$ cat config.mk
export PLATFORM = sky130hd
export DESIGN_NAME = uart_tx_fifo_flat
export DESIGN_NICKNAME = d
export VERILOG_FILES = /design/src/rtl/uart_pkg.sv /design/src/rtl/uart_tx_fifo_if.sv /design/src/rtl/uart_sync_fifo.sv /design/src/rtl/uart_tx_fifo.sv /design/src/flat_wrapper.sv
export SDC_FILE = /design/constraint.sdc
export NUM_CORES = 1
export LEC_CHECK = 0
export ABC_AREA = 1
export BUFFER_PORTS_ARGS = -buffer_cell sky130_fd_sc_hd__buf_2
export CAP_MARGIN = 25
export CORE_ASPECT_RATIO = 1.1
export CORE_MARGIN = 2
export CORE_UTILIZATION = 32
export CTS_CLUSTER_DIAMETER = 200
export DETAILED_ROUTE_END_ITERATION = 12
export GPL_ROUTABILITY_DRIVEN = 0
export PLACE_DENSITY = 0.57
export SYNTH_ARGS = -nofsm -noshare
export SYNTH_HDL_FRONTEND = slang
export SYNTH_SLANG_ARGS = --single-unit
$ cat constraint.sdc
create_clock -name clk -period 4.2 [get_ports clk]
set_input_delay 0.21 -clock clk [delete_from_list [all_inputs] [get_ports clk]]
set_output_delay 0.21 -clock clk [all_outputs]
set_load 0.01 [all_outputs]
$ cat src/rtl/uart_pkg.sv
// ============================================================================
//  Module   : uart_pkg
//  Brief    : Shared constants and launch-sequencer state type for uart_tx_fifo.
//  Revision : 1.0
// ============================================================================
`default_nettype none

package uart_pkg;

    localparam int BYTE_W          = 8;
    localparam int TX_RETRY_CYCLES = 2;

    typedef enum logic [1:0] {
        IDLE      = 2'd0,
        LAUNCH    = 2'd1,
        WAIT_BUSY = 2'd2,
        WAIT_DONE = 2'd3
    } tx_state_t;

endpackage

`default_nettype wire

$ cat src/rtl/uart_tx_fifo_if.sv
// ============================================================================
//  Module   : uart_tx_fifo_if
//  Brief    : Producer-side push port plus transmitter launch handshake.
//             UART_TX_FIFO_STATS_EN adds the overflow statistics signals.
//  Revision : 1.0
// ============================================================================
`default_nettype none

interface uart_tx_fifo_if #(
    parameter int DEPTH = 16
);
    localparam int LW = $clog2(DEPTH) + 1;

    logic                         wr_en;
    logic [uart_pkg::BYTE_W-1:0]  wr_data;
    logic                         full;
    logic                         empty;
    logic [LW-1:0]                level;
    logic                         start_write;
    logic [uart_pkg::BYTE_W-1:0]  write_data;
    logic                         write_avl;
    logic                         busy;
`ifdef UART_TX_FIFO_STATS_EN
    logic [15:0]                  ovf_count;
    logic                         ovf_sticky;

    modport master (
        output wr_en, wr_data, write_avl,
        input  full, empty, level, start_write, write_data, busy,
        input  ovf_count, ovf_sticky
    );

    modport slave (
        input  wr_en, wr_data, write_avl,
        output full, empty, level, start_write, write_data, busy,
        output ovf_count, ovf_sticky
    );
`else
    modport master (
        output wr_en, wr_data, write_avl,
        input  full, empty, level, start_write, write_data, busy
    );

    modport slave (
        input  wr_en, wr_data, write_avl,
        output full, empty, level, start_write, write_data, busy
    );
`endif

endinterface

`default_nettype wire

$ cat src/rtl/uart_sync_fifo.sv
// ============================================================================
//  Module   : uart_sync_fifo
//  Brief    : Power-of-two synchronous FIFO with occupancy level and drop strobe.
//  Revision : 1.0
// ============================================================================
`default_nettype none

module uart_sync_fifo
    import uart_pkg::*;
#(
    parameter int DEPTH = 16,
    parameter int WIDTH = BYTE_W
) (
    input  wire logic                         clk,
    input  wire logic                         reset,
    input  wire logic                         push_req,
    input  wire logic [WIDTH-1:0]             push_data,
    input  wire logic                         pop,
    output logic      [WIDTH-1:0]             head,
    output logic                              full,
    output logic                              empty,
    output logic      [$clog2(DEPTH):0]       level,
    output logic                              drop
);

    localparam int              AW       = $clog2(DEPTH);
    localparam int              LW       = AW + 1;
    localparam logic [LW-1:0]   FULL_LVL = LW'(DEPTH);

    logic [WIDTH-1:0] r_mem [DEPTH];
    logic [AW-1:0]    r_wr_ptr;
    logic [AW-1:0]    r_rd_ptr;
    logic [LW-1:0]    r_level;

    logic w_full;
    logic w_empty;
    logic w_push;
    logic w_pop;

    assign w_full  = (r_level == FULL_LVL);
    assign w_empty = (r_level == '0);
    // Full is judged on the pre-edge level, so a push while full is lost even
    // when a pop frees a slot on the same edge.
    assign w_push  = push_req && !w_full;
    assign w_pop   = pop && !w_empty;

    always_ff @(posedge clk or posedge reset) begin
        if (reset) begin
            r_wr_ptr <= '0;
            r_rd_ptr <= '0;
            r_level  <= '0;
        end else begin
            if (w_push) begin
                r_wr_ptr <= r_wr_ptr + 1'b1;
            end
            if (w_pop) begin
                r_rd_ptr <= r_rd_ptr + 1'b1;
            end
            case ({w_push, w_pop})
                2'b10:   r_level <= r_level + 1'b1;
                2'b01:   r_level <= r_level - 1'b1;
                default: r_level <= r_level;
            endcase
        end
    end

    always_ff @(posedge clk) begin
        if (w_push) begin
            r_mem[r_wr_ptr] <= push_data;
        end
    end

    assign head  = r_mem[r_rd_ptr];
    assign full  = w_full;
    assign empty = w_empty;
    assign level = r_level;
    assign drop  = push_req && w_full;

endmodule

`default_nettype wire

$ cat src/rtl/uart_tx_fifo.sv
// ============================================================================
//  Module   : uart_tx_fifo
//  Brief    : Byte FIFO that drains one byte per frame into the UART transmitter.
//             Define UART_TX_FIFO_STATS_EN for overflow count/sticky outputs.
//  Revision : 1.0
// ============================================================================
`default_nettype none

module uart_tx_fifo
    import uart_pkg::*;
#(
    parameter int DEPTH = 16
) (
    input  wire logic     clk,
    input  wire logic     reset,
    uart_tx_fifo_if.slave bus
);

    localparam int              LW         = $clog2(DEPTH) + 1;
    localparam int              RW         = $clog2(TX_RETRY_CYCLES + 1);
    localparam logic [RW-1:0]   RETRY_LAST = RW'(TX_RETRY_CYCLES - 1);

    tx_state_t          r_state;
    tx_state_t          w_next_state;
    logic [RW-1:0]      r_retry;
    logic [RW-1:0]      w_next_retry;
    logic               r_start_write;
    logic [BYTE_W-1:0]  r_write_data;

    logic               w_pop;
    logic [BYTE_W-1:0]  w_head;
    logic               w_full;
    logic               w_empty;
    logic [LW-1:0]      w_level;
    logic               w_drop;

    uart_sync_fifo #(
        .DEPTH (DEPTH),
        .WIDTH (BYTE_W)
    ) u_fifo (
        .clk       (clk),
        .reset     (reset),
        .push_req  (bus.wr_en),
        .push_data (bus.wr_data),
        .pop       (w_pop),
        .head      (w_head),
        .full      (w_full),
        .empty     (w_empty),
        .level     (w_level),
        .drop      (w_drop)
    );

    always_comb begin
        w_next_state = r_state;
        w_next_retry = r_retry;
        w_pop        = 1'b0;
        case (r_state)
            IDLE: begin
                if (!w_empty && bus.write_avl) begin
                    w_pop        = 1'b1;
                    w_next_state = LAUNCH;
                end
            end
            LAUNCH: begin
                w_next_state = WAIT_BUSY;
                w_next_retry = '0;
            end
            WAIT_BUSY: begin
                // A transmitter that stays idle never saw the strobe: re-pulse
                // the same byte rather than popping a new one.
                if (!bus.write_avl) begin
                    w_next_state = WAIT_DONE;
                end else if (r_retry == RETRY_LAST) begin
                    w_next_state = LAUNCH;
                end else begin
                    w_next_retry = r_retry + 1'b1;
                end
            end
            WAIT_DONE: begin
                if (bus.write_avl) begin
                    w_next_state = IDLE;
                end
            end
            default: begin
                w_next_state = IDLE;
            end
        endcase
    end

    always_ff @(posedge clk or posedge reset) begin
        if (reset) begin
            r_state       <= IDLE;
            r_retry       <= '0;
            r_start_write <= 1'b0;
            r_write_data  <= '0;
        end else begin
            r_state       <= w_next_state;
            r_retry       <= w_next_retry;
            r_start_write <= (w_next_state == LAUNCH);
            if (w_pop) begin
                r_write_data <= w_head;
            end
        end
    end

`ifdef UART_TX_FIFO_STATS_EN
    logic [15:0] r_ovf_count;
    logic        r_ovf_sticky;

    always_ff @(posedge clk or posedge reset) begin
        if (reset) begin
            r_ovf_count  <= '0;
            r_ovf_sticky <= 1'b0;
        end else if (w_drop) begin
            r_ovf_sticky <= 1'b1;
            if (r_ovf_count != 16'hFFFF) begin
                r_ovf_count <= r_ovf_count + 16'd1;
            end
        end
    end

    assign bus.ovf_count  = r_ovf_count;
    assign bus.ovf_sticky = r_ovf_sticky;
`else
    logic w_unused_drop;
    assign w_unused_drop = w_drop;
`endif

    assign bus.full        = w_full;
    assign bus.empty       = w_empty;
    assign bus.level       = w_level;
    assign bus.start_write = r_start_write;
    assign bus.write_data  = r_write_data;
    assign bus.busy        = (r_state != IDLE) || !w_empty;

endmodule

`default_nettype wire

$ cat src/flat_wrapper.sv
// flat-port wrapper written by rule: the top's interface ports become plain ports
module uart_tx_fifo_flat import uart_pkg::*;
#(
    parameter int DEPTH = 16
)
  (clk, reset, bus_wr_en, bus_wr_data, bus_write_avl, bus_full, bus_empty, bus_level, bus_start_write, bus_write_data, bus_busy);
  uart_tx_fifo_if #(.DEPTH(DEPTH)) bus_i ();
  input  wire logic clk;
  input  wire logic reset;
  input wire logic [$bits(bus_i.wr_en)-1:0] bus_wr_en;
  input wire logic [$bits(bus_i.wr_data)-1:0] bus_wr_data;
  input wire logic [$bits(bus_i.write_avl)-1:0] bus_write_avl;
  output wire logic [$bits(bus_i.full)-1:0] bus_full;
  output wire logic [$bits(bus_i.empty)-1:0] bus_empty;
  output wire logic [$bits(bus_i.level)-1:0] bus_level;
  output wire logic [$bits(bus_i.start_write)-1:0] bus_start_write;
  output wire logic [$bits(bus_i.write_data)-1:0] bus_write_data;
  output wire logic [$bits(bus_i.busy)-1:0] bus_busy;
  assign bus_i.wr_en = bus_wr_en;
  assign bus_i.wr_data = bus_wr_data;
  assign bus_i.write_avl = bus_write_avl;
  assign bus_full = bus_i.full;
  assign bus_empty = bus_i.empty;
  assign bus_level = bus_i.level;
  assign bus_start_write = bus_i.start_write;
  assign bus_write_data = bus_i.write_data;
  assign bus_busy = bus_i.busy;
  uart_tx_fifo #(.DEPTH(DEPTH)) u_core (.clk(clk), .reset(reset), .bus(bus_i));
endmodule
## Yosys cells after proc, flatten, opt, wreduce, memory -nomap -nowiden

Memories as Yosys holds them, arrays and structs flattened. A register that Yosys moved wholly into a read port is not among the register bits.
Cells that the tools add are included.

- Flip-flop bits (word level): 18
- Bits in latches: 0
- Bits in writable memories: 128
- Memory bits (read-only): 0
- Output and inout port bits: 17
- Memories kept: 1

- $add $sub $neg: 5
- Multipliers: 0
- Divide/modulo/power cells: 0
- Magnitude comparators: 0
- Equality and inequality tests: 10
- Shift operators: 0
- Multiplexer cells: 13
- Bitwise logic cells: 0
- Reductions and logical operators: 12

Memory list:

| memory | words | width | rd ports | clocked after memory_dff | wr ports | RTL line | text |
|---|---|---|---|---|---|---|---|
| u_core.u_fifo.r_mem | 16 | 8 | 1 | 1 | 1 | uart_sync_fifo.sv:30 | `logic [WIDTH-1:0] r_mem [DEPTH];` |

Operator list:

| cell | number |
|---|---|
| 2-bit 2-to-1 mux | 6 |
| 5-bit one-hot mux with 2 select lines | 1 |
| 4-bit by 1-bit adder with 4-bit output, second input constant | 2 |
| 2-bit by 1-bit equality test with 1-bit output, second input constant | 4 |
| 2-bit one-hot mux with 4 select lines | 1 |
| 2-bit equality test, second input constant | 3 |
| 2-bit nonzero test | 3 |
| 5-bit by 1-bit adder with 5-bit output, second input constant | 1 |
| 5-bit equality test, second input constant | 1 |
| 5-bit logical NOT | 1 |
| 5-bit by 1-bit subtractor with 5-bit output, second input constant | 1 |
| 1-bit 2-to-1 mux | 4 |
| 2-bit != test, second input constant | 2 |
| 2-bit one-hot mux with 2 select lines | 1 |
| 1-bit logical AND | 3 |
| 3-bit AND reduction | 1 |
| 2-bit by 1-bit adder with 2-bit output, second input constant | 1 |
| 1-bit logical NOT | 2 |
| 2-bit logical NOT | 1 |
| 1-bit logical OR | 1 |

## Depth between registers and ports, before layout

Gate-level depths: netlist of run 1.

- Word-level depth: 8
- Mapped depth: 15
- Mapped depth without buffers: 14

## Hierarchy

From an unflattened synthesis of run 1, not the netlist that was laid out.

- Cells, all modules: 698
- Area, all modules: 6827.8 sq um

By module, submodules not included:

| module | instances | cells each | area an instance (sq um) | sequential area each (sq um) |
|---|---|---|---|---|
| uart_sync_fifo | 1 | 625 | 6241.0 | 4169.0 |
| uart_tx_fifo | 1 | 73 | 586.8 | 325.3 |

## Least setup slack after synthesis of run 1

Ideal clock, no wire load.

- Path kind: flip-flop to flip-flop
- Start point: reg u_core.u_fifo.r_level[0] (netlist: u_core.u_fifo.level[0])
- End point: reg u_core.u_fifo.r_level[4] (netlist: u_core.u_fifo.level[4])
- Data arrival time: 2.140 ns
- Data required time: 4.083 ns
- Path slack: 1.944 ns
- Cell stages (with the launch flop): 15
- Path buffers: 1
- Path through: dfrtp_1 nor2_1 nand4_1 nand2_2 buf_2 ha_1 inv_1 fa_1 inv_1 nand2_1 nand2_1 a21oi_1 xor2_1 nand2_1 nand2_1

- Word-level cells in the longest chain between the ends: 8
- Elaborated cells between the ends (all ways): 15
- Classes of those cells: add/sub: 2; eq/ne: 3; mux: 3; reduce/logical: 7

Ends and longest elaborated chain:

| item | RTL line | text |
|---|---|---|
| start, declared | uart_sync_fifo.sv:33 | `logic [LW-1:0] r_level;` |
| start signal, assigned | uart_sync_fifo.sv:60 | `2'b10: r_level <= r_level + 1'b1;` |
| start signal, assigned | uart_sync_fifo.sv:61 | `2'b01: r_level <= r_level - 1'b1;` |
| start signal, assigned | uart_sync_fifo.sv:62 | `default: r_level <= r_level;` |
| 5-bit logical NOT | uart_sync_fifo.sv:41 | `assign w_empty = (r_level == '0);` |
| 1-bit logical NOT | uart_sync_fifo.sv:45, uart_tx_fifo.sv:59 |  |
| 1-bit logical AND | uart_tx_fifo.sv:59 | `if (!w_empty && bus.write_avl) begin` |
| 1-bit 2-to-1 mux | uart_tx_fifo.sv:59 |  |
| 1-bit 2-to-1 mux | uart_tx_fifo.sv:57 | `case (r_state)` |
| 1-bit logical AND | uart_sync_fifo.sv:45 | `assign w_pop = pop && !w_empty;` |
| 2-bit by 1-bit equality test with 1-bit output / 2-bit equality test (equally long branches) | uart_sync_fifo.sv:59 | `case ({w_push, w_pop})` |
| 5-bit one-hot mux with 2 select lines / 2-bit nonzero test (equally long branches) | - |  |

Several ways; a longest one is shown, not always the timed one.
A chain may end at the register's enable or synchronous reset.

## Final worst setup path of run 1

- Start point: reg u_core.r_state[1]
- End point: reg u_core.u_fifo.r_level[4] (netlist: u_core.u_fifo.level[4])

- Word-level cells in the longest chain between the ends: 5
- Elaborated cells between the ends (all ways): 7
- Classes of those cells: eq/ne: 2; mux: 2; reduce/logical: 3

Ends and longest elaborated chain:

| item | RTL line | text |
|---|---|---|
| start, declared | uart_tx_fifo.sv:23 | `tx_state_t r_state;` |
| start signal, assigned | uart_tx_fifo.sv:97 | `r_state <= w_next_state;` |
| 2-bit logical NOT (*) | uart_tx_fifo.sv:57 |  |
| 1-bit 2-to-1 mux (*) | uart_tx_fifo.sv:57 |  |
| 1-bit logical AND (*) | uart_sync_fifo.sv:45 |  |
| 2-bit by 1-bit equality test with 1-bit output / 2-bit equality test (equally long branches) | uart_sync_fifo.sv:59 |  |
| 5-bit one-hot mux with 2 select lines / 2-bit nonzero test (equally long branches) | - |  |

Every way passes the cells marked *; elsewhere a longest branch is shown, timed or not.

==> key figures, run 1 <==
Synthesis
  • Most frequent cell after synthesis: nand2_1
  • Synth Register Bits: 154
  • Post-synthesis mux area share: 0.00145
  • Post-synth ARST share: 0.169
  • Yosys top cell by area: edfxtp_1
  • Synth top area share: 0.558
  • Simple-Gate Fraction of Synth Area: 0.209
  • Post-synthesis sequential area ratio: 0.652
  • Cell area after synthesis: 6890 sq um
  • Post-synth EDFFs: 128
  • Largest family of logic cells by synthesized area: simple AND/OR/NAND/NOR gates
  • Synth Area in Adders: 0.0211
  • Syn Inst Count: 685
  • Yosys Warn Count: 0
  • Mean Syn Cell Area: 10.1 sq um
  • Synth Area in XOR/XNOR: 0.0114
  • Commonest cells post-synth: 213 x nand2_1, 128 x edfxtp_1, 123 x inv_1, 99 x nand3_1, 26 x dfrtp_1
  • Number of library cell types mapped by synthesis: 28
  • Ys flop type: edfxtp_1
  • Synthesized net count: 708
  • Synth top area cells: edfxtp_1 56%, nand2_1 12%, dfrtp_1 9.4%, nand3_1 7.2%, inv_1 6.7%
  • Compound-Gate Fraction of Synth Area: 0.0123

Final layout
  • FF+latch area: 4500 sq um
  • Antenna diode count: 0
  • # fillers: 2073
  • Post-layout nets: 738
  • Non-Filler Instances: 1018
  • Layout cells sized above 1: 0.109
  • Area grow syn2layout: 15.4%
  • Multi-input logic area: 1800 sq um

Worst setup path
  • CP top delay family: simple AND/OR/NAND/NOR gates
  • CP cell instances: nor2_2 > inv_1 > nor2_4 > ha_1 > inv_1 > fa_1 > inv_1 > nand2_1 > nand2_1 > a21oi_1 > xor2_1 > nand2_1 > nand2_1
  • Worst setup EP type: register
  • CP Launch Type: register
  • Max FO, Critical Path: 15
  • CP max stage cell: dfrtp_1
  • CP Data Arrival Time: 2810 ps
  • Most used cell, CP: nand2_1
  • Slowest Stage Delay on Critical Path: 420 ps
  • Buffers & Inverters on Critical Path: 3
  • Critical Path RT: 4520 ps
  • Critical path class: register to register

Power and ir drop
  • Switching power: 1.92 mW
  • Sw Share: 0.366
  • Sequential power share: 0.398
  • Pint: 3.33 mW
  • Worst vdd ir: 0.000296 V
  • Power share of the clock group: 0.290
  • PD cells: 661 nW/um^2
  • Logic pwr share: 0.311
  • Static Leak: 3.48 nW

Worst hold path
  • Worst Hold Class: input pin to register

Floorplanning
  • Chip height: 158 um
  • I/O Pins: 29
  • Starting Density: 0.325
  • Die area: 22700 sq um
  • Die Span X: 144 um
  • Core Box Area: 21200 sq um
  • Core Rows: 56

Clock tree
  • Postcts setup bufs: 0
  • Clock Sinks: 154
  • TritonCTS Buffers: 17
  • TritonCTS clock tree: built
  • H-tree levels: 4
  • Clk slew on worst S/H paths: 60 ps
  • Worst skew pair latency: 430 ps
  • CTS root buffer: clkbuf_16
  • CTS max path bufs: 2

Detailed routing
  • Final Routed Wirelength: 15700 um
  • Met3 WL post-DR: 543 um
  • 1st-pass router iterations: 6
  • DRT met1 WL: 7050 um
  • WL per Instance: 15.4 um
  • Via count: 4556
  • DR top layer: met4
  • Initial drt markers: 276
  • Drt drc: 0
  • Met2 wire len: 7810 um
  • Drt via density: 4.48
  • Antenna-violating nets left: 0

Outcome
  • Outcome: completed

STA
  • Clk_skew: 6.03 ps
  • Final min period: 2490 ps
  • Final setup violation count: 0
  • Setup_tns: 0 ps
  • RSZ-0062 raised after global routing: no
  • Worst-Margin Slew: 966 ps
  • Hold Fails Final Rpt: 0
  • Max transition margin: 0.353
  • Slew Limit Fails: 0
  • Fmax achieved: 0.401 GHz
  • Final cycle utilization of the critical path: 0.593

Global route
  • Vias in the first global route: 4378
  • Initial antenna violation count: 0
  • Total track usage: 0.148
  • Total gr overflow: 0
  • Largest net degree at the start of global routing: 42
  • Global-route wire length before repair: 24900 um

Place
  • IO Port Bufs: 28
  • HPWL after detailed placement: 9660 um
  • Dpl cells: 985

Run
  • Maxcap violations: 0
metrics by stage:
step	utilization	instance area, sq um	worst slack, ps	total power [mW]	hold WS, ps
finish	0.375	7950	1710	5.26	56.6
global route	0.375	7950	1410	5.60	81.2
CTS	0.375	7950	1680	5.30	50.9
detailed placement	0.347	7360	1690	3.77	250
global placement	0.345	7330	1730	3.75	472
floorplan	-	6890	1940	3.27	250
what timing repair did:
action                                 in CTS  in global routing
endpoints found under the hold margin       9                  0
resized for setup                           0                  0
hold buffers                                1                  0
per-layer routing:
metal,vias to the layer above,track usage
met5,-,0
met4,0,0.0504
met3,22,0.0272
met2,86,0.249
met1,2191,0.192
li1,2257,-
final cells by class:
type | instances | area share
sequential | 154 | 0.565
clock buffer | 19 | 0.0544
timing repair buffer | 38 | 0.0299
clock inverter | 13 | 0.0190
multi-input combinational | 377 | 0.226
inverter | 127 | 0.0599
tap | 290 | 0.0456
placed cells by master, fill, tap and decap left out, types with 7 or more instances in the layout:
master and count:
edfxtp_1 128, clkbuf_16 17, buf_2 28, inv_1 123
nand3_1 99, nor3_1 7, nand2_1 213, buf_4 8
nor2_1 9, dfrtp_1 25, xor2_1 7, nor3_2 7
ha_1 10, o21ai_0 7
worst reg2reg max path, stage by stage, from the launching register on:
cell and delay (ps):
dfrtp_1 420, nor2_2 230, inv_1 110, nor2_4 320, ha_1 340, inv_1 80
fa_1 390, inv_1 70, nand2_1 60, nand2_1 60, a21oi_1 70, xor2_1 140
nand2_1 60, nand2_1 40
worst paths after layout:
| path | start | cells after the start | slack (ps) | to |
|---|---|---|---|---|
| min | bus_write_avl | 2 | 60 | u_core.r_state[1] |
| max | u_core.r_state[1] | 13 | 1710 | u_core.u_fifo.level[4] |
| max reg2reg | u_core.r_state[1] | 13 | 1710 | u_core.u_fifo.level[4] |
| min in group asynchronous | reset | 3 | 350 | u_core.u_fifo.level[0] |
| max in group asynchronous | reset | 4 | 3380 | u_core.u_fifo.r_rd_ptr[0] |
| min reg2reg | u_core.bus.write_data[5] | 2 | 470 | u_core.bus.write_data[5] |
power by group through the flow:
stage / registers [mW] / clock network [mW] / logic (mW)
2_1_floorplan: 2.04 / 0 / 1.23
3_3_place_gp: 2.12 / 0 / 1.62
4_1_cts: 2.09 / 1.54 / 1.66
6_report: 2.09 / 1.53 / 1.64
3_5_place_dp: 2.12 / 0 / 1.64
5_1_grt: 2.12 / 1.62 / 1.85
flip-flops by register name, indices dropped and copies added, names as in the netlist:
register and cells:
u_core.u_fifo.r_mem 128, u_core.bus.write_data 8, u_core.u_fifo.level 5, u_core.u_fifo.r_rd_ptr 4, u_core.u_fifo.r_wr_ptr 4, u_core.r_retry 2
u_core.r_state 2, u_core.bus.start_write 1
kinds of logic after synthesis:
group | after synthesis
AOI/OAI and AO/OA | 15
xor gates and xnor gates | 9
adders and majority gates | 11
buffers and inverters | 154
DFF | 154
muxes | 1
and+or+nand+nor | 341
Power figures use the tool's default switching activity.
==> inputs of run 2 (changes only) <==
--- a/config.mk
+++ b/config.mk
@@ -14,7 +14,7 @@
 export CTS_CLUSTER_DIAMETER = 200
 export DETAILED_ROUTE_END_ITERATION = 12
 export GPL_ROUTABILITY_DRIVEN = 0
-export PLACE_DENSITY = 0.57
+export PLACE_DENSITY = 0.59
 export SYNTH_ARGS = -nofsm -noshare
 export SYNTH_HDL_FRONTEND = slang
 export SYNTH_SLANG_ARGS = --single-unit
==> constraint.sdc (replaced) <==
create_clock -name clk -period 2.2 [get_ports clk]
set_input_delay 0.11 -clock clk [delete_from_list [all_inputs] [get_ports clk]]
set_output_delay 0.11 -clock clk [all_outputs]
set_load 0.01 [all_outputs]
==> run 2 against run 1 <==
Largest power group unchanged. Register-to-register slack got worse by 1500 ps. Critical path depth rose by 1. Core utilization rose by 0.76 points.
==> key figures, run 2 (synthesized netlist as in run 1, its figures left out) <==
Detailed routing
  • Via count: 4609
  • WL per Instance: 14.8 um
  • Initial drt markers: 284
  • Drt drc: 0
  • Drt via density: 4.43
  • Antenna-violating nets left: 0
  • 1st-pass router iterations: 5
  • Final Routed Wirelength: 15400 um

Power and ir drop
  • Switching power: 3.69 mW
  • Worst vdd ir: 0.000567 V
  • PD cells: 1260 nW/um^2
  • Sequential power share: 0.375
  • Power share of the clock group: 0.282
  • Sw Share: 0.361
  • Total Power: 10.2 mW
  • Static Leak: 3.60 nW
  • Pint: 6.54 mW
  • Logic pwr share: 0.342

Clock tree
  • H-tree levels: 4
  • Clock Sinks: 154
  • CTS root buffer: clkbuf_16
  • Worst skew pair latency: 420 ps
  • CTS max path bufs: 2
  • TritonCTS Buffers: 17
  • TritonCTS clock tree: built
  • Clk slew on worst S/H paths: 60 ps

Worst setup path
  • Most used cell, CP: nand2_1
  • Slowest Stage Delay on Critical Path: 410 ps
  • Reg2reg start: u_core.u_fifo.level[3]
  • Buffers & Inverters on Critical Path: 2
  • CP Data Arrival Time: 2340 ps
  • Critical Path RT: 2510 ps
  • CP cell instances: nor2_2 > nand4_1 > nand2_2 > nor2_4 > ha_4 > inv_1 > fa_1 > inv_1 > nand2_1 > nand2_1 > a21oi_1 > xor2_1 > nand2_1 > nand2_1
  • Worst setup EP type: register
  • Max FO, Critical Path: 4
  • CP top delay family: simple AND/OR/NAND/NOR gates
  • CP Launch Type: register
  • Critical path class: register to register
  • CP startpoint: u_core.u_fifo.level[3]
  • CP max stage cell: dfrtp_1

Worst hold path
  • Worst Hold Launch: bus_wr_data[0]
  • Worst Hold Class: input pin to register

Global route
  • Total gr overflow: 0
  • Vias in the first global route: 4472
  • Global-route wire length before repair: 24100 um
  • Largest net degree at the start of global routing: 42
  • Initial antenna violation count: 0
  • Total track usage: 0.145

Floorplanning
  • Die Span X: 144 um
  • Core Rows: 56
  • Core Box Area: 21200 sq um
  • Die area: 22700 sq um
  • I/O Pins: 29
  • Chip height: 158 um
  • Starting Density: 0.325

STA
  • Clk_skew: 8.94 ps
  • Fmax achieved: 0.491 GHz
  • Final min period: 2030 ps
  • Setup_tns: 0 ps
  • Slew Limit Fails: 0
  • Worst-Margin Slew: 720 ps
  • Final setup violation count: 0
  • Final cycle utilization of the critical path: 0.925
  • Setup ws final: 165 ps
  • Hold Fails Final Rpt: 0
  • Max transition margin: 0.519
  • RSZ-0062 raised after global routing: no

Run
  • Maxcap violations: 0

Final layout
  • Area grow syn2layout: 17.7%
  • Post-layout nets: 760
  • Max reg flops: 128
  • Layout cells sized above 1: 0.132
  • Most frequent cells in the layout: 212 x nand2_1, 128 x edfxtp_1, 123 x inv_1
  • Most common cell after layout, fill and taps aside: nand2_1
  • Finished Core Util: 0.382
  • Antenna diode count: 0
  • Biggest register: u_core.u_fifo.r_mem
  • Non-Filler Instances: 1040

Place
  • Place WS: 116 ps
  • IO Port Bufs: 28
  • HPWL after detailed placement: 9850 um
  • Dpl cells: 1003

Outcome
  • Outcome: completed
## run 2: changes by cell type in the layout (fill, tap and decap cells not counted), sizes merged
cell	delta
dlygate4sd3	+1
clkinvlp	-1
clkinv	-1
clkbuf	+3
bufinv	-1
buf	+21
## run 2: routing by layer
layer / global-route usage / vias up / wire (um)
met4: 0.0621 / 0 / 255
met1: 0.173 / 2208 / 6520
met2: 0.256 / 80 / 8080
met3: 0.0260 / 17 / 510
met5: 0 / - / 0
li1: - / 2304 / -
## run 2: cell type report
class | count | area (sq um)
repair buffers | 60 | 410
flip-flops and latches | 154 | 4500
clock buffers | 22 | 474
fillers | 2067 | 13100
clock inverters | 10 | 116
multi-input cells | 377 | 1780
well taps | 290 | 363
inverters | 127 | 477
## run 2: timing repair
action,CTS,global route
endpoints found under the setup margin,0,1
buffers inserted,0,3
hold endpoints to repair,15,0
resized for setup,0,2
hold buffers,2,0
## run 2: path summary, 6_finish.rpt
kind	endpoint	slack, ps	cells after the start
worst max-delay path	u_core.u_fifo.level[4]	170	14
worst min-delay path	u_core.u_fifo.r_mem[9][0]	110	1
max in group asynchronous	u_core.u_fifo.r_rd_ptr[0]	1290	4
worst min register to register	u_core.r_retry[0]	480	1
min in group asynchronous	u_core.r_state[1]	280	3
worst max register to register	u_core.u_fifo.level[4]	170	14
## run 2: metrics by stage
step           hold slack, ps  area, sq um
2_1_floorplan             150         6910
3_3_place_gp              185         7480
3_5_place_dp              193         7480
4_1_cts                   102         8090
5_1_grt                   108         8110
6_report                  111         8110
## run 2: power by group through the flow
stage | sequential [mW] | combinational (mW) | clock [mW]
final | 3.84 | 3.50 | 2.89
after global routing | 3.89 | 3.97 | 3.05
after CTS | 3.84 | 3.53 | 2.94
after detailed placement | 3.90 | 3.51 | 0
after global placement | 3.89 | 3.49 | 0
after floorplan | 3.90 | 2.36 | 0
## run 2: worst reg2reg max path, cell delays in order, from the launching register on
cell and delay (ps):
dfrtp_1 410, nor2_2 60, nand4_1 130, nand2_2 100, nor2_4 140, ha_4 160, inv_1 50, fa_1 380
inv_1 60, nand2_1 60, nand2_1 60, a21oi_1 70, xor2_1 140, nand2_1 60, nand2_1 50
==> inputs of run 3 (changes only) <==
--- a/config.mk
+++ b/config.mk
@@ -5,7 +5,6 @@
 export SDC_FILE = /design/constraint.sdc
 export NUM_CORES = 1
 export LEC_CHECK = 0
-export ABC_AREA = 1
 export BUFFER_PORTS_ARGS = -buffer_cell sky130_fd_sc_hd__buf_2
 export CAP_MARGIN = 25
 export CORE_ASPECT_RATIO = 1.1
==> run 3 against run 2 <==
The flow now finishes with violations (negative setup slack). Critical path depth decreased by 2. Register-to-register slack got worse by 450 ps. Via count shrank 30%. First-iteration DRC count fell by 1.4%. Non-clock buffer count up 8. Clock power fell by 8.0%. Clock skew increased by 0.59 ps. Power is 5.7% lower. Largest cell class unchanged. Highest routed layer unchanged.
==> key figures, run 3 <==
Worst setup path
  • Worst setup EP type: register
  • CP cell instances: nor4_4 > nand2_1 > and2_4 > inv_4 > ha_4 > inv_4 > fa_2 > nor2b_2 > o21ai_2 > nand3_1 > or3b_4 > xnor2_2
  • CP Launch Type: register
  • CP top delay family: simple AND/OR/NAND/NOR gates
  • Most used cell, CP: inv_4
  • CP Data Arrival Time: 2790 ps
  • Critical path class: register to register
  • CP max stage cell: dfrtp_1
  • Critical Path RT: 2500 ps
  • Max FO, Critical Path: 3
  • Buffers & Inverters on Critical Path: 2
  • Slowest Stage Delay on Critical Path: 410 ps

Floorplanning
  • Die Span X: 138 um
  • I/O Pins: 29
  • Core Rows: 53
  • Die area: 20800 sq um
  • Chip height: 151 um
  • Core Box Area: 19200 sq um
  • Starting Density: 0.328

Power and ir drop
  • Power share of the clock group: 0.276
  • Static Leak: 2.73 nW
  • PD cells: 1270 nW/um^2
  • Logic pwr share: 0.320
  • Sw Share: 0.305
  • Worst vdd ir: 0.000628 V
  • Switching power: 2.94 mW
  • Total Power: 9.64 mW
  • Pint: 6.70 mW
  • Sequential power share: 0.404

Clock tree
  • Worst skew pair latency: 420 ps
  • CTS root buffer: clkbuf_16
  • Clock Sinks: 154
  • CTS max path bufs: 2
  • TritonCTS Buffers: 17
  • H-tree levels: 4
  • TritonCTS clock tree: built
  • Clk slew on worst S/H paths: 60 ps

Global route
  • Initial antenna violation count: 0
  • Vias in the first global route: 3505
  • Total track usage: 0.129
  • Global-route wire length before repair: 19300 um
  • Total gr overflow: 0
  • Largest net degree at the start of global routing: 27

Synthesis
  • Yosys top cell by area: edfxtp_1
  • Synth Register Bits: 154
  • Number of library cell types mapped by synthesis: 33
  • Most frequent cell after synthesis: edfxtp_1
  • Mean Syn Cell Area: 17.9 sq um
  • Syn Inst Count: 352
  • Synthesized net count: 375
  • Yosys Warn Count: 0
  • Ys flop type: edfxtp_1
  • Post-synth ARST share: 0.169
  • Cell area after synthesis: 6290 sq um
  • Post-synth EDFFs: 128
  • Post-synthesis sequential area ratio: 0.715
  • Commonest cells post-synth: 128 x edfxtp_1, 33 x nand2_1, 26 x dfrtp_1, 20 x mux4_2, 15 x inv_1
  • Synth top area cells: edfxtp_1 61%, dfrtp_1 10%, mux4_2 7.2%, mux4_1 5.0%, ha_1 2.0%
  • Synth top area share: 0.611

Final layout
  • Most frequent cells in the layout: 128 x edfxtp_1, 34 x buf_4, 32 x nand2_1
  • Antenna diode count: 0
  • # fillers: 1712
  • Finished Core Util: 0.397
  • Biggest register: u_core.u_fifo.r_mem
  • Post-layout nets: 444
  • Non-Filler Instances: 681
  • Final instance area: 7610 sq um
  • Area grow syn2layout: 21.0%
  • Max reg flops: 128
  • Most common cell after layout, fill and taps aside: edfxtp_1
  • Layout cells sized above 1: 0.348

STA
  • Final min period: 2480 ps
  • Worst-Margin Slew: 570 ps
  • Setup ws final: -282 ps
  • RSZ-0062 raised after global routing: yes
  • Worst hold slack: 59.2 ps
  • Clk_skew: 9.53 ps
  • Hold Fails Final Rpt: 0
  • Final setup violation count: 3
  • Max transition margin: 0.620
  • Final cycle utilization of the critical path: 1.13
  • Slew Limit Fails: 0
  • Setup_tns: -319 ps
  • Fmax achieved: 0.403 GHz

Detailed routing
  • Via count: 3238
  • Initial drt markers: 280
  • Final Routed Wirelength: 12300 um
  • Drt via density: 4.75
  • WL per Instance: 18.1 um
  • Drt drc: 0
  • 1st-pass router iterations: 4
  • Antenna-violating nets left: 0

Place
  • Placed cell area: 6880 sq um
  • Dpl cells: 636
  • IO Port Bufs: 28
  • HPWL after detailed placement: 7920 um
  • Place WS: -398 ps

Outcome
  • Violated checks: negative setup slack
  • Outcome: complete, but fails checks

Worst hold path
  • Worst Hold Class: input pin to register

Run
  • Maxcap violations: 0
## run 3: cell types whose count changed after synthesis, moves of 6 or more
cell,change
mux2_2,+8
nor3_1,-8
mux4_1,+12
nand2_1,-180
nand3_1,-97
xnor2_1,+6
inv_1,-108
mux4_2,+20
mux2i_1,+8
buf_2,-11
o21ai_1,+8
o21ai_0,+7
## run 3: routing by layer
layer	global-route usage	vias up	routed length, um
met5	0	-	0
met4	0.0531	0	214
met3	0.0281	16	368
met2	0.220	58	6270
met1	0.158	1669	5490
li1	-	1495	-
## run 3: power groups by stage
stage,registers (mW),clock network (mW),logic [mW]
after floorplan,3.92,0,2.01
after detailed placement,3.95,0,2.93
final,3.90,2.66,3.08
after CTS,3.90,2.71,3.10
after global routing,3.95,2.83,3.40
after global placement,3.91,0,2.85
## run 3: logic make-up (layout without fill, tap and decap cells)
| logic type | after synthesis | count (layout) | share of synthesized area |
|---|---|---|---|
| flip-flops | 154 | 154 | 0.715 |
| AND/OR/NAND/NOR | 63 | 63 | 0.0432 |
| multiplexers | 49 | 49 | 0.150 |
| buffers and inverters | 33 | 115 | 0.0279 |
| AO/OA/AOI/OAI | 32 | 32 | 0.0267 |
| adder cells (fa/ha/maj) | 11 | 11 | 0.0231 |
| XOR/XNOR | 10 | 10 | 0.0139 |
## run 3: what timing repair did
action / in CTS / in global routing
hold buffers: 1 / 0
endpoints found under the hold margin: 10 / 0
pin swaps: 11 / 4
setup buffers: 12 / 5
resized for setup: 15 / 17
endpoints found under the setup margin: 3 / 46
## run 3: worst reg2reg max path, stage by stage, from the launching register on
cell and delay [ps]:
dfrtp_1 410, nor4_4 320, nand2_1 110, and2_4 170
inv_4 50, ha_4 150, inv_4 40, fa_2 340
nor2b_2 130, o21ai_2 60, nand3_1 60, or3b_4 390
xnor2_2 140
## run 3: area by class of cell
class	instances	area [sq um]	share of cell area
multi-input combinational	165	1720	0.226
inverter	15	61.3	0.00806
clock buffer	19	433	0.0569
tap	247	309	0.0406
timing repair buffer	68	485	0.0638
sequential	154	4500	0.591
clock inverter	13	103	0.0135
## run 3: path summary, 6_finish.rpt
kind,endpoint,slack (ps),start,cells past startpoint
max,u_core.u_fifo.level[4],-280,u_core.u_fifo.level[3],12
min,u_core.r_state[1],60,bus_write_avl,3
max reg2reg,u_core.u_fifo.level[4],-280,u_core.u_fifo.level[3],12
min reg2reg,u_core.bus.write_data[2],490,u_core.bus.write_data[2],2
max in group asynchronous,u_core.u_fifo.r_rd_ptr[0],1270,reset,4
min in group asynchronous,u_core.u_fifo.level[2],290,reset,3
